==> config.mk <==
export PLATFORM = sky130hd
export DESIGN_NAME = ifu_fetch_ctrl
export DESIGN_NICKNAME = d
export VERILOG_FILES = /design/src/rtl/ifu_fetch_ctrl.sv
export SDC_FILE = /design/constraint.sdc
export NUM_CORES = 1
export LEC_CHECK = 0
export ABC_AREA = 1
export BUFFER_PORTS_ARGS = -buffer_cell sky130_fd_sc_hd__buf_4
export CORE_AREA = 2 2 133 161
export CTS_BUF_LIST = sky130_fd_sc_hd__clkbuf_8 sky130_fd_sc_hd__clkbuf_16
export CTS_CLUSTER_SIZE = 16
export DETAILED_ROUTE_END_ITERATION = 6
export DIE_AREA = 0 0 135 163
export PLACE_DENSITY = 0.79
export SLEW_MARGIN = 20
export SYNTH_ARGS = -nofsm -noshare
export SYNTH_HDL_FRONTEND = slang
export SYNTH_SLANG_ARGS = --single-unit
==> constraint.sdc <==
create_clock -name i_clk -period 2.48 [get_ports i_clk]
set_clock_uncertainty 0.15 [all_clocks]
set_input_delay 0.496 -clock i_clk [delete_from_list [all_inputs] [get_ports i_clk]]
set_output_delay 0.496 -clock i_clk [all_outputs]
set_load 0.1 [all_outputs]
==> src/rtl/ifu_fetch_ctrl.sv <==
// Instruction-fetch sequencer: owns the fetch PC, keeps one read in flight and buffers the returned instruction.
// Optional FETCH_MISALIGN_CHK_EN: a misaligned redirect raises o_misalign and parks the block in ERR until reset.
module ifu_fetch_ctrl #(
    parameter int            AW       = 64,
    parameter int            IW       = 32,
    parameter logic [AW-1:0] PC_START = AW'(64'h8000_0000)
) (
    input  logic          i_clk,
    input  logic          i_rst_n,
    input  logic          i_redir_valid,
    input  logic [AW-1:0] i_redir_pc,
    input  logic          i_stall,
    output logic          o_req_valid,
    input  logic          i_req_ready,
    output logic [AW-1:0] o_req_addr,
    input  logic          i_rsp_valid,
    input  logic [IW-1:0] i_rsp_data,
    output logic          o_rsp_ready,
    output logic          o_inst_valid,
    output logic [IW-1:0] o_inst,
    output logic [AW-1:0] o_inst_pc,
    output logic          o_busy,
    output logic          o_misalign
);

    typedef enum logic [2:0] {
        ST_REQ,
        ST_WAIT,
        ST_HOLD,
        ST_DROP
`ifdef FETCH_MISALIGN_CHK_EN
        , ST_ERR
`endif
    } state_e;

    state_e        state_q, state_d;
    logic [AW-1:0] fetch_pc_q, fetch_pc_d;
    logic [AW-1:0] req_addr_q, req_addr_d;
    logic          stale_q, stale_d;
    logic [IW-1:0] inst_q, inst_d;
    logic [AW-1:0] inst_pc_q, inst_pc_d;
    logic [AW-1:0] redir_pc;

`ifdef FETCH_MISALIGN_CHK_EN
    logic misalign_q, misalign_d;
    logic misalign_now;

    assign redir_pc     = i_redir_pc;
    assign misalign_now = i_redir_valid && (i_redir_pc[1:0] != 2'b00);
    assign misalign_d   = misalign_q | misalign_now;
    assign o_misalign   = misalign_q;
`else
    assign redir_pc   = i_redir_pc & ~{{(AW-2){1'b0}}, 2'b11};
    assign o_misalign = 1'b0;
`endif

    // NOTE: every variable gets a default before the case so no path leaves it unassigned (no latches).
    always_comb begin
        state_d    = state_q;
        fetch_pc_d = fetch_pc_q;
        req_addr_d = req_addr_q;
        stale_d    = stale_q;
        inst_d     = inst_q;
        inst_pc_d  = inst_pc_q;

        if (i_redir_valid) fetch_pc_d = redir_pc;

        case (state_q)
            ST_REQ: begin
                // The pending address must still complete; remember that its data is unwanted.
                if (i_redir_valid) stale_d = 1'b1;
                if (i_req_ready) state_d = (stale_q || i_redir_valid) ? ST_DROP : ST_WAIT;
            end
            ST_WAIT: begin
                if (i_rsp_valid) begin
                    if (i_redir_valid) begin
                        state_d = ST_REQ;
                    end else begin
                        inst_d    = i_rsp_data;
                        inst_pc_d = req_addr_q;
                        state_d   = ST_HOLD;
                    end
                end else if (i_redir_valid) begin
                    state_d = ST_DROP;
                end
            end
            ST_DROP: begin
                if (i_rsp_valid) state_d = ST_REQ;
            end
            ST_HOLD: begin
                if (i_redir_valid) begin
                    state_d = ST_REQ;
                end else if (!i_stall) begin
                    fetch_pc_d = inst_pc_q + AW'(4);
                    state_d    = ST_REQ;
                end
            end
`ifdef FETCH_MISALIGN_CHK_EN
            ST_ERR: ;
`endif
            default: state_d = ST_REQ;
        endcase

`ifdef FETCH_MISALIGN_CHK_EN
        // Once the bus is quiet, a pending misalignment diverts the return to REQ into ERR.
        if (misalign_d && (state_d == ST_REQ) && (state_q != ST_REQ)) state_d = ST_ERR;
`endif

        if ((state_d == ST_REQ) && (state_q != ST_REQ)) begin
            req_addr_d = fetch_pc_d;
            stale_d    = 1'b0;
        end
    end

    // NOTE: sequential state uses non-blocking assignments so all registers update from the same pre-edge values.
    // i_rst_n is active-high despite its name.
    always_ff @(posedge i_clk) begin
        if (i_rst_n) begin
            state_q    <= ST_REQ;
            fetch_pc_q <= PC_START;
            req_addr_q <= PC_START;
            stale_q    <= 1'b0;
            inst_q     <= '0;
            inst_pc_q  <= PC_START;
`ifdef FETCH_MISALIGN_CHK_EN
            misalign_q <= 1'b0;
`endif
        end else begin
            state_q    <= state_d;
            fetch_pc_q <= fetch_pc_d;
            req_addr_q <= req_addr_d;
            stale_q    <= stale_d;
            inst_q     <= inst_d;
            inst_pc_q  <= inst_pc_d;
`ifdef FETCH_MISALIGN_CHK_EN
            misalign_q <= misalign_d;
`endif
        end
    end

    assign o_req_valid  = (state_q == ST_REQ);
    assign o_req_addr   = req_addr_q;
    assign o_rsp_ready  = (state_q == ST_WAIT) || (state_q == ST_DROP);
    assign o_busy       = o_rsp_ready;
    assign o_inst_valid = (state_q == ST_HOLD) && !i_redir_valid;
    assign o_inst       = inst_q;
    assign o_inst_pc    = inst_pc_q;

endmodule

Word level (Yosys, flattened, before mapping)
Cells that the tools add are included.
- add/sub/neg operators: 1
- equality and inequality tests: 3
- mux-type cells: 13
- bitwise gates (word level): 1
- reduce and logical (&&, ||, !) cells: 11
- operators with widths (cell ; number):
    64-bit two-way mux ; 4
    64-bit by 3-bit adder with 64-bit output, second input constant ; 1
    3-bit two-way mux ; 6
    3-bit one-hot mux with 4 select lines ; 1
    3-bit by 2-bit equality test with 1-bit output, second input constant ; 2
    3-bit logical NOT ; 2
    2-bit two-way mux ; 2
    3-bit by 1-bit equality test with 1-bit output, second input constant ; 1
    3-bit AND reduction ; 1
    3-bit nonzero test ; 1
    1-bit logical AND ; 2
    1-bit logical OR ; 2
    2-bit AND reduction ; 1
    2-bit OR reduction ; 1
    1-bit logical NOT ; 1
    1-bit inverter ; 1
- register bits: 228
- input bits: 102
- output and inout bits: 165
- word-level logic and storage cells: 35

Logic depth before layout (Yosys ltp)
Gate-level depths: netlist (run 1).
- depth after elaboration: 7
- gate-level depth with buffers: 13

Worst setup path after synthesis (run 1)
Ideal clock, no wire load.
- path kind: flip-flop to output port
- start point: register state_q[0]
- end point: output port o_rsp_ready
- arrival time: 2.191 ns
- required time: 1.834 ns
- path slack: -0.357 ns
- stages on the path, launching flop included: 4
- cell sequence: dfxtp_1 -> inv_1 -> nor2_1 -> buf_4
- cells in the longest elaborated chain, start to end: 2
- elaborated cells between the ends (all ways): 3
- classes of those cells: eq/ne (2); reduce/logical (1)
- ends and longest elaborated chain (item ; line ; RTL):
    start: declaration ; 36 ; state_e state_q, state_d;
    start signal: assignment ; 129 ; state_q <= state_d;
    3-bit by 1-bit equality test with 1-bit output / 3-bit by 2-bit equality test with 1-bit output (equally long branches) ; 143 ; assign o_rsp_ready = (state_q == ST_WAIT) || (state_q == ST_DROP);
    1-bit logical OR (*) ; 143 ;
    end: declaration ; 18 ; output logic o_rsp_ready,
Mark *: on every way between the ends. The rest lies on a longest branch, timed or not.

Worst setup path after layout (run 1)
- start point: register inst_pc_q[2], in the netlist o_inst_pc[2]
- end point: register req_addr_q[58], in the netlist o_req_addr[58]
- cells in the longest elaborated chain, start to end: 4
- ends and longest elaborated chain (item ; line ; RTL):
    start: declaration ; 41 ; logic [AW-1:0] inst_pc_q, inst_pc_d;
    start signal: assignment ; 134 ; inst_pc_q <= inst_pc_d;
    64-bit by 3-bit adder with 64-bit output ; 94 ; fetch_pc_d = inst_pc_q + AW'(4);
    64-bit two-way mux ; 93 ; end else if (!i_stall) begin
    64-bit two-way mux ; 91 ; if (i_redir_valid) begin
    64-bit two-way mux ; 68 ; case (state_q)
    end signal: assignment ; 131 ; req_addr_q <= req_addr_d;
    end: declaration ; 38 ; logic [AW-1:0] req_addr_q, req_addr_d;
Every way passes these cells.
A chain may end at the register's enable or synchronous reset.

==> flow_summary.ini, run 1 <==
[run_status]
status = finished, final reports clean

[grt]
grt_pass1_wl_um = 57790
groute.usage.overall_pct = 33.29
grt_start_max_net_pins = 78
grt_antenna_before_repair = 0
first_global_vias = 10910
global_route.overflow_total = 0

[final_layout]
final_net_count = 2010
most-common-layout-cells = 496 x nand2_1, 337 x nor2_1, 309 x buf_4
layout_commonest_cell = nand2_1
multi_input_area_um2 = 5588
final_area_um2 = 14120
nFillCells = 1802
register_area_um2 = 4567
flow.area_growth_from_synthesis_pct = 30.23
drive_above_1_share_pct = 20.73
post-route-util_pct = 68.49
antenna_cells = 0

[power_and_ir_drop]
pwr_density_cell_nw_per_um2 = 678.0
leakagePower_uw = 0.006559
power.ir.vdd_worst_mv = 0.6093
final_power_uw = 9571

[clock_network]
cts_inserted_buffers = 24
cts.reportedPaths.clkPinSlew_ps = 70
cts.root.buffer_cell = clkbuf_16
cts.repair_timing.setup_buffer_count = 0
htree_num_levels = 1
holdBufCountCts = 0
clock_path_buffers = 3
tritoncts_num_sinks = 228
tritoncts_clock_tree = done
worst_skew_pair.late_latency_ps = 520
post_cts_resized = 0

[yosys]
synth_warnings = 0
synthesis.instances = 1642
synth_ff_type = dfxtp_1
netlist_top_cells_area = dfxtp_1 42%, nand2_1 17%, nor2_1 12%
synthesis.area_um2 = 10840
ys_ff_latch = 228
seq_area_frac_synth_pct = 42.11
synthDistinctLibCells = 39
syn-mean-instance-area_um2 = 6.601
synth_async_sr_flop_share_pct = 0
synth_area_leader_cell = dfxtp_1
synth_edf_count = 0
netlist.area_leader.share_pct = 42.11

[drt]
detail_route.iter0.violations = 847
ant_nets = 0
drt-total-wl_um = 37490
via_to_cell_ratio = 5.251
dr_total_vias = 11530
drtPass1Iterations = 6
routedWlPerCell_um = 17.08
drc_errors = 0

[sta]
shortest_period_the_worst_path_allows_ps = 2318
rsz0062_at_grt = no
maxSlewViolCount = 0
finalSetupViolations = 0
report.final.hold_viol_count = 0
min_period_over_period_pct = 93.47
setup_total_negative_slack_ps = 0
max_clock_freq_ghz = 0.4314

[flow_run]
max_cap_violations = 0

[worst_setup_path]
cp_num_buf_inv = 2
worst_setup_path_end_kind = flip-flop
timing_worst_setup_path_type = flip-flop to flip-flop
data_required_time_of_the_worst_path_ps = 2750
worst_ep_arrival_time_ps = 2590
cpPeakStageDelay_ps = 370
critical_path.max_fanout = 5
crit_path_cell_trace = ha_1 > inv_1 > nor2_1 > nand2_1 > nor3_1 > buf_4 > nand3_1 > nand2_1 > nand2_1 > nand2_1 > nand2_1 > nand2_1 > nand2_1
critPathLaunchType = flip-flop
cpMostUsedCell = nand2_1
setup.reg_to_reg.worst_slack_ps = 160
path_delay_family = simple AND/OR/NAND/NOR gates
crit_slowest_cell = dfxtp_2

[floorplan]
initial_utilization_pct = 52.59
design.die.area_um2 = 22010
floorplan.core_area_um2 = 20610
placementRows = 58
die_h_um = 163
die_w_um = 135
ios = 267

[placement]
placedInstanceArea_um2 = 13300
place_hpwl_um = 27710
buffer_ports.inserted = 263
gp_weighted_congestion = 0.9788

[hold_path]
hold_path_class = input port to flip-flop
## metrics by stage
step	setup WS, ps	hold slack [ps]	instances
after global routing	34.35	83.92	2195
after detailed placement	209.0	305.7	2151
after CTS	184.3	63.66	2195
after global placement	227.2	300.8	2151
final	162.0	70.16	2195
after floorplan	8.553	336.0	1643
## registers in the layout, indices dropped and copies added (netlist names)
name / flops
fetch_pc_q: 64
o_req_addr: 64
o_inst: 32
o_inst_pc: 64
state_q: 3
stale_q: 1
## per-layer routing
layer | share of wire [%] | vias up | GRT usage [%] | routed length, µm
li1 | - | 5729 | - | -
met1 | 41 | 5271 | 41.45 | 15240
met4 | 3.4 | 0 | 11.13 | 1260
met5 | 0 | - | 0 | 0
met3 | 5.6 | 84 | 3.299 | 2104
met2 | 50 | 442 | 60.01 | 18880
## where the power goes
group          leakage (µW)  internal [µW]  total [µW]  switching (µW)
sequential          0.00186           3850        3980             129
clock              0.000431           2200        3690            1500
combinational       0.00426            484        1900            1410
## cell families after synthesis
family	synth area share, %
xor+xnor	2.909
other cells	0.03460
compound gates	10.95
mux	0.6465
flops	42.11
fa+ha+maj	0.1154
simple gates	36.74
buf+inv	6.487
## final cells by class
cell class	instances	share of cell area [%]
Clock inverter	16	1.143
Multi-Input combinational cell	1249	39.59
Clock buffer	28	4.645
Timing Repair Buffer	317	17.57
Inverter	87	2.313
Tap cell	270	2.393
Sequential cell	228	32.35
## tightest hold or removal path: stages
cell,delay (ps)
buf_4,70
o21ai_0,70
nor2_1,80
## worst paths after layout
kind | endpoint | cells after the start | startpoint
min reg2reg | o_req_addr[45] | 2 | o_req_addr[45]
max | o_req_addr[58] | 13 | o_inst_pc[2]
min | o_inst[16] | 3 | i_rsp_data[16]
max reg2reg | o_req_addr[58] | 13 | o_inst_pc[2]
## cell usage after synthesis, types with 2 or more instances
cell type    n
clkbuf_1    50
xor2_1      16
nand2_2      4
inv_1       81
a32oi_1      2
nand2_4      2
inv_2        5
nand3_2      2
xnor2_1     20
or2_2        5
buf_2       16
nor3_1      12
nand3b_1     6
buf_4        8
o211ai_1     4
or2_1        2
a21boi_0     3
mux2i_1      7
nand4_1     12
a21oi_1     77
o21ai_0    127
nor2_1     339
dfxtp_1    228
nand3_1     67
nor3_2       3
nand2_1    497
nor2_4       9
nor2_2       7
o21ai_1     18
buf_6        4
Note: power is estimated with default switching activity, not from simulation.
==> run 2, diff against run 1 <==
--- a/config.mk
+++ b/config.mk
@@ -7,12 +7,12 @@
 export LEC_CHECK = 0
 export ABC_AREA = 1
 export BUFFER_PORTS_ARGS = -buffer_cell sky130_fd_sc_hd__buf_4
-export CORE_AREA = 2 2 133 161
+export CORE_AREA = 2 2 139 168
 export CTS_BUF_LIST = sky130_fd_sc_hd__clkbuf_8 sky130_fd_sc_hd__clkbuf_16
 export CTS_CLUSTER_SIZE = 16
 export DETAILED_ROUTE_END_ITERATION = 6
-export DIE_AREA = 0 0 135 163
-export PLACE_DENSITY = 0.79
+export DIE_AREA = 0 0 141 170
+export PLACE_DENSITY = 0.77
 export SLEW_MARGIN = 20
 export SYNTH_ARGS = -nofsm -noshare
 export SYNTH_HDL_FRONTEND = slang
==> constraint.sdc (replaced) <==
create_clock -name i_clk -period 1.9 [get_ports i_clk]
set_clock_uncertainty 0.15 [all_clocks]
set_input_delay 0.38 -clock i_clk [delete_from_list [all_inputs] [get_ports i_clk]]
set_output_delay 0.38 -clock i_clk [all_outputs]
set_load 0.1 [all_outputs]
==> run 2 against run 1 <==
Effect of this change: the flow now finishes with violations (hold timing, setup timing); register-to-register slack worse by 330 ps; worst setup slack got worse by 330 ps; core utilization is 7.7 points higher; combinational power is 51% higher; routed wire length rose by 20%.
==> flow_summary.ini, run 2 (same netlist as run 1, synthesis figures left out) <==
[sta]
report.final.hold_viol_count = 1
maxSlewViolCount = 0
rsz0062_at_grt = yes
max_clock_freq_ghz = 0.4836
shortest_period_the_worst_path_allows_ps = 2068
setup_slack_ps = -168.0
finalSetupViolations = 64
min_period_over_period_pct = 108.8
hold_slack_ps = -5.833

[run_status]
status = finished, violations left
failed_checks = hold timing, setup timing

[power_and_ir_drop]
pwr_density_cell_nw_per_um2 = 769.7
internal_power_uw = 8884
power.share.sequential_pct = 39.4
power.ir.vdd_worst_mv = 0.8540
netSwitchingFraction_pct = 32.08
leakagePower_uw = 0.007964
power.combinational.fraction_pct = 21.9
p_sw_uw = 4197
clock_power_share_pct = 38.7

[placement]
buffer_ports.inserted = 263
dp_worst_setup_slack_ps = -329.9
place.detailed.instances = 2278
place_hpwl_um = 29750
gp_weighted_congestion = 0.9924

[worst_setup_path]
worst_r2r_src = state_q[2]
critPathLaunchType = flip-flop
crit_start = state_q[2]
r2r.worst_path.cells = 12
worst_setup_path_end_kind = flip-flop
data_required_time_of_the_worst_path_ps = 2140
timing_worst_setup_path_type = flip-flop to flip-flop
setup.reg_to_reg.worst_slack_ps = -170
last_element_of_the_critical_path = o_req_addr[1]
worst_ep_arrival_time_ps = 2300
critical_path.max_fanout = 4
r2r_end = o_req_addr[1]

[floorplan]
die_w_um = 141
die_h_um = 170
design.die.area_um2 = 23970
placementRows = 60
floorplan.core_area_um2 = 22300
initial_utilization_pct = 48.61
ios = 267

[clock_network]
clock_path_buffers = 3
worst_skew_pair.late_latency_ps = 520
htree_num_levels = 1
cts.root.buffer_cell = clkbuf_16
tritoncts_clock_tree = done
tritoncts_num_sinks = 228
cts.reportedPaths.clkPinSlew_ps = 60
cts_inserted_buffers = 24

[drt]
drc_errors = 0
via_to_cell_ratio = 5.419
routedWlPerCell_um = 18.74
detail_route.iter0.violations = 863
dr_total_vias = 12960
drtPass1Iterations = 6
ant_nets = 0
drt-total-wl_um = 44830

[grt]
grt_pass1_wl_um = 62160
grt_start_max_net_pins = 74
grt_antenna_before_repair = 0
first_global_vias = 11990
global_route.overflow_total = 0
groute.usage.overall_pct = 32.68

[final_layout]
flow.area_growth_from_synthesis_pct = 56.79
antenna_cells = 0
layoutNonFillerInstCount = 2392
drive_above_1_share_pct = 37.48
most-common-layout-cells = 440 x nand2_1, 427 x buf_4, 279 x nor2_1
register_area_um2 = 4755
final_net_count = 2198
nFillCells = 1645
multi_input_area_um2 = 6381
layout_commonest_cell = nand2_1

[hold_path]
hold_path_class = input port to flip-flop

[flow_run]
max_cap_violations = 0
[run 2: area by class of cell]
cell class	instances	share of cell area, %
clock buffer	28	3.924
clock inverter	16	1.068
inverter	87	2.047
multi-input combinational	1249	37.55
sequential	228	27.98
tap	279	2.054
timing repair buffer	505	25.38
[run 2: power by group through the flow]
stage | registers, µW | logic (µW) | clock network, µW
floorplan | 6350 | 733 | 0
global placement | 5240 | 2510 | 0
detailed placement | 5250 | 2540 | 0
CTS | 5140 | 2620 | 5070
global route | 5170 | 3000 | 5280
finish | 5150 | 2870 | 5060
[run 2: repair_timing]
action | CTS | global route
buffers inserted | 8 | 25
gates resized for setup | 38 | 220
hold buffers | 28 | 0
cloned | 0 | 9
setup endpoints to repair | 50 | 165
hold endpoints to repair | 28 | 0
pin swaps | 6 | 51
[run 2: worst min-delay path by stage]
stage | startpoint | end | slack, ps | cells past startpoint
2_1_floorplan | stale_q | stale_q | 340 | 2
3_3_place_gp | o_req_addr[45] | o_req_addr[45] | 300 | 2
3_5_place_dp | o_req_addr[40] | o_req_addr[40] | 310 | 2
4_1_cts | i_rsp_data[13] | o_inst[13] | 0.6 | 3
5_1_grt | i_rsp_data[13] | o_inst[13] | 10 | 3
6_report | i_rsp_data[28] | o_inst[28] | -6 | 3
[run 2: worst max-delay path: stages, from the launching register on]
cell     delay, ps
dfxtp_4        350
nor2_4         150
nand2_2        100
nor2_4         130
nand2_1        110
nand3_2         90
nor2_4          50
nor2b_4        160
buf_4          140
buf_4          130
buf_4          140
o21ai_2        150
a21oi_1         80
[run 2: metrics by stage]
step | utilization (%) | TNS (ps) | hold slack, ps | cell area [µm²] | total power (µW)
5_1_grt | 76.22 | -11750 | 14.57 | 17000 | 13450
3_5_place_dp | 65.06 | -9026 | 306.9 | 14510 | 7787
4_1_cts | 70.98 | -2061 | 0.6214 | 15830 | 12830
6_report | 76.22 | -4355 | -5.833 | 17000 | 13080
2_1_floorplan | - | -18360 | 336.0 | 11220 | 7079
3_3_place_gp | 65.06 | -6882 | 303.5 | 14510 | 7748
[run 2: routing by layer]
metal / vias up / track usage [%] / wire [µm]
li1: 6115 / - / -
met3: 157 / 4.727 / 3243
met1: 6035 / 39.38 / 16520
met5: - / 0 / 0
met4: 0 / 13.04 / 2419
met2: 655 / 58.54 / 22650
==> run 3, diff against run 2 <==
--- a/config.mk
+++ b/config.mk
@@ -6,13 +6,14 @@
 export NUM_CORES = 1
 export LEC_CHECK = 0
 export ABC_AREA = 1
-export BUFFER_PORTS_ARGS = -buffer_cell sky130_fd_sc_hd__buf_4
-export CORE_AREA = 2 2 139 168
+export BUFFER_PORTS_ARGS = -buffer_cell sky130_fd_sc_hd__buf_2
+export CORE_AREA = 2 2 132 159
 export CTS_BUF_LIST = sky130_fd_sc_hd__clkbuf_8 sky130_fd_sc_hd__clkbuf_16
 export CTS_CLUSTER_SIZE = 16
 export DETAILED_ROUTE_END_ITERATION = 6
-export DIE_AREA = 0 0 141 170
-export PLACE_DENSITY = 0.77
+export DIE_AREA = 0 0 134 161
+export PLACE_DENSITY = 0.81
+export RECOVER_POWER = 100
 export SLEW_MARGIN = 20
 export SYNTH_ARGS = -nofsm -noshare
 export SYNTH_HDL_FRONTEND = slang
==> constraint.sdc (replaced) <==
create_clock -name i_clk -period 2.44 [get_ports i_clk]
set_clock_uncertainty 0.15 [all_clocks]
set_input_delay 0.488 -clock i_clk [delete_from_list [all_inputs] [get_ports i_clk]]
set_output_delay 0.488 -clock i_clk [all_outputs]
set_load 0.1 [all_outputs]
==> run 3 against run 2 <==
Effect of this change: the flow now finishes without violations; global-route usage rose by 0.62 points; flip-flop and latch count stayed put; critical endpoint is now o_inst_valid; core utilization decreased by 9.5 points.
==> flow_summary.ini, run 3 (same netlist as run 1, synthesis figures left out) <==
[run_status]
status = finished, final reports clean

[drt]
drtPass1Iterations = 5
ant_nets = 0
drc_errors = 0
drt-total-wl_um = 36480
via_to_cell_ratio = 5.333
detail_route.iter0.violations = 811
dr_total_vias = 11650
routedWlPerCell_um = 16.69

[clock_network]
tritoncts_num_sinks = 228
cts.repair_timing.setup_buffer_count = 0
worst_skew_pair.late_latency_ps = 520
clock_path_buffers = 3
tritoncts_clock_tree = done
cts.reportedPaths.clkPinSlew_ps = 60
post_cts_resized = 0
htree_num_levels = 1
cts_inserted_buffers = 24
holdBufCountCts = 0
cts.root.buffer_cell = clkbuf_16

[final_layout]
multi_input_area_um2 = 5552
flow.area_growth_from_synthesis_pct = 23.44
register_area_um2 = 4572
drive_above_1_share_pct = 20.21
antenna_cells = 0
most-common-layout-cells = 498 x nand2_1, 341 x nor2_1, 222 x dfxtp_1
final_net_count = 2005
layout_commonest_cell = nand2_1
nFillCells = 1827

[sta]
setup_slack_ps = 88.68
rsz0062_at_grt = no
maxSlewViolCount = 0
report.final.hold_viol_count = 0
finalSetupViolations = 0
min_period_over_period_pct = 96.37
max_slew_margin_pct = 44.48
max_clock_freq_ghz = 0.4253
worst_pin_slew_ps = 832.8
setup_total_negative_slack_ps = 0
shortest_period_the_worst_path_allows_ps = 2351

[power_and_ir_drop]
p_sw_uw = 3075
internal_power_uw = 6652
pwr_density_cell_nw_per_um2 = 726.9
power.ir.vdd_worst_mv = 0.5577
power.share.sequential_pct = 41.6
netSwitchingFraction_pct = 31.61
power.combinational.fraction_pct = 18.4
clock_power_share_pct = 40.0
leakagePower_uw = 0.006285

[placement]
buffer_ports.inserted = 263
place_hpwl_um = 26380
dp_worst_setup_slack_ps = 183.6
gp_weighted_congestion = 1.004

[grt]
grt_start_max_net_pins = 92
first_global_vias = 11190
grt_antenna_before_repair = 0
groute.usage.overall_pct = 33.30
grt_pass1_wl_um = 57260
global_route.overflow_total = 0

[floorplan]
design.die.area_um2 = 21570
die_h_um = 161
placementRows = 57
floorplan.core_area_um2 = 20040
initial_utilization_pct = 54.09
ios = 267
die_w_um = 134

[worst_setup_path]
cpPeakStageDelay_ps = 440
wp_depth = 4
timing_worst_setup_path_type = flip-flop to output port
critical_path.max_fanout = 5
crit_path_cell_trace = nor2_2 > nand2_2 > nor2_4 > buf_2
worst_setup_path_end_kind = output port
data_required_time_of_the_worst_path_ps = 1800
path_delay_family = buffers and inverters
critPathLaunchType = flip-flop
worst_ep_arrival_time_ps = 1710
r2r.worst_path.cells = 11
setup.reg_to_reg.worst_slack_ps = 180
crit_slowest_cell = buf_2
r2r_end = o_req_addr[38]
worst_r2r_src = o_inst_pc[2]
cp_num_buf_inv = 1
last_element_of_the_critical_path = o_inst_valid
crit_start = state_q[2]

[hold_path]
hold_path_class = input port to flip-flop

[flow_run]
max_cap_violations = 0
run 3: area by class of cell:
cell class / instances / area share (%)
multi-input cells: 1249 / 41.49
flip-flops and latches: 228 / 34.17
repair buffers: 312 / 13.00
well taps: 265 / 2.478
clock buffers: 29 / 5.003
clock inverters: 15 / 1.421
inverters: 87 / 2.441
run 3: worst min path at each step:
stage	endpoint	start	cells after the start	slack, ps
2_1_floorplan	stale_q	stale_q	2	340
3_3_place_gp	o_req_addr[35]	o_req_addr[35]	2	300
3_5_place_dp	o_req_addr[34]	o_req_addr[34]	2	310
4_1_cts	o_inst[28]	i_rsp_data[28]	3	60
5_1_grt	o_inst[21]	i_rsp_data[21]	3	90
6_report	o_inst[28]	i_rsp_data[28]	3	70
run 3: worst register-to-register path, delay by kind of cell (launching register included):
| kind | cells | cell delay, ps |
|---|---|---|
| flops | 1 | 400 |
| buf+inv | 1 | 100 |
| xor+xnor | 1 | 220 |
| fa+ha+maj | 1 | 270 |
| simple gates | 8 | 1020 |
run 3: power by group through the flow:
stage	sequential [µW]	clock (µW)	combinational [µW]
6_report	4050	3890	1790
4_1_cts	4040	3940	1810
3_3_place_gp	4110	0	1770
2_1_floorplan	4980	0	548
5_1_grt	4060	4090	1900
3_5_place_dp	4120	0	1800
run 3: metal layers:
| metal | global-route usage (%) | wire length (µm) |
|---|---|---|
| met5 | 0 | 0 |
| met4 | 12.52 | 1416 |
| met1 | 40.74 | 14720 |
| met3 | 3.547 | 2424 |
| met2 | 60.07 | 17920 |
run 3: per-stage QoR:
step	cell area, µm²	total power [µW]	hold slack [ps]	cells	utilization, %
2_1_floorplan	10850	5525	336.0	1643	-
3_3_place_gp	12600	5885	302.9	2141	62.89
3_5_place_dp	12600	5914	305.2	2141	62.89
4_1_cts	13460	9779	62.13	2185	67.18
5_1_grt	13380	10050	85.62	2185	66.77
6_report	13380	9727	73.37	2185	66.77
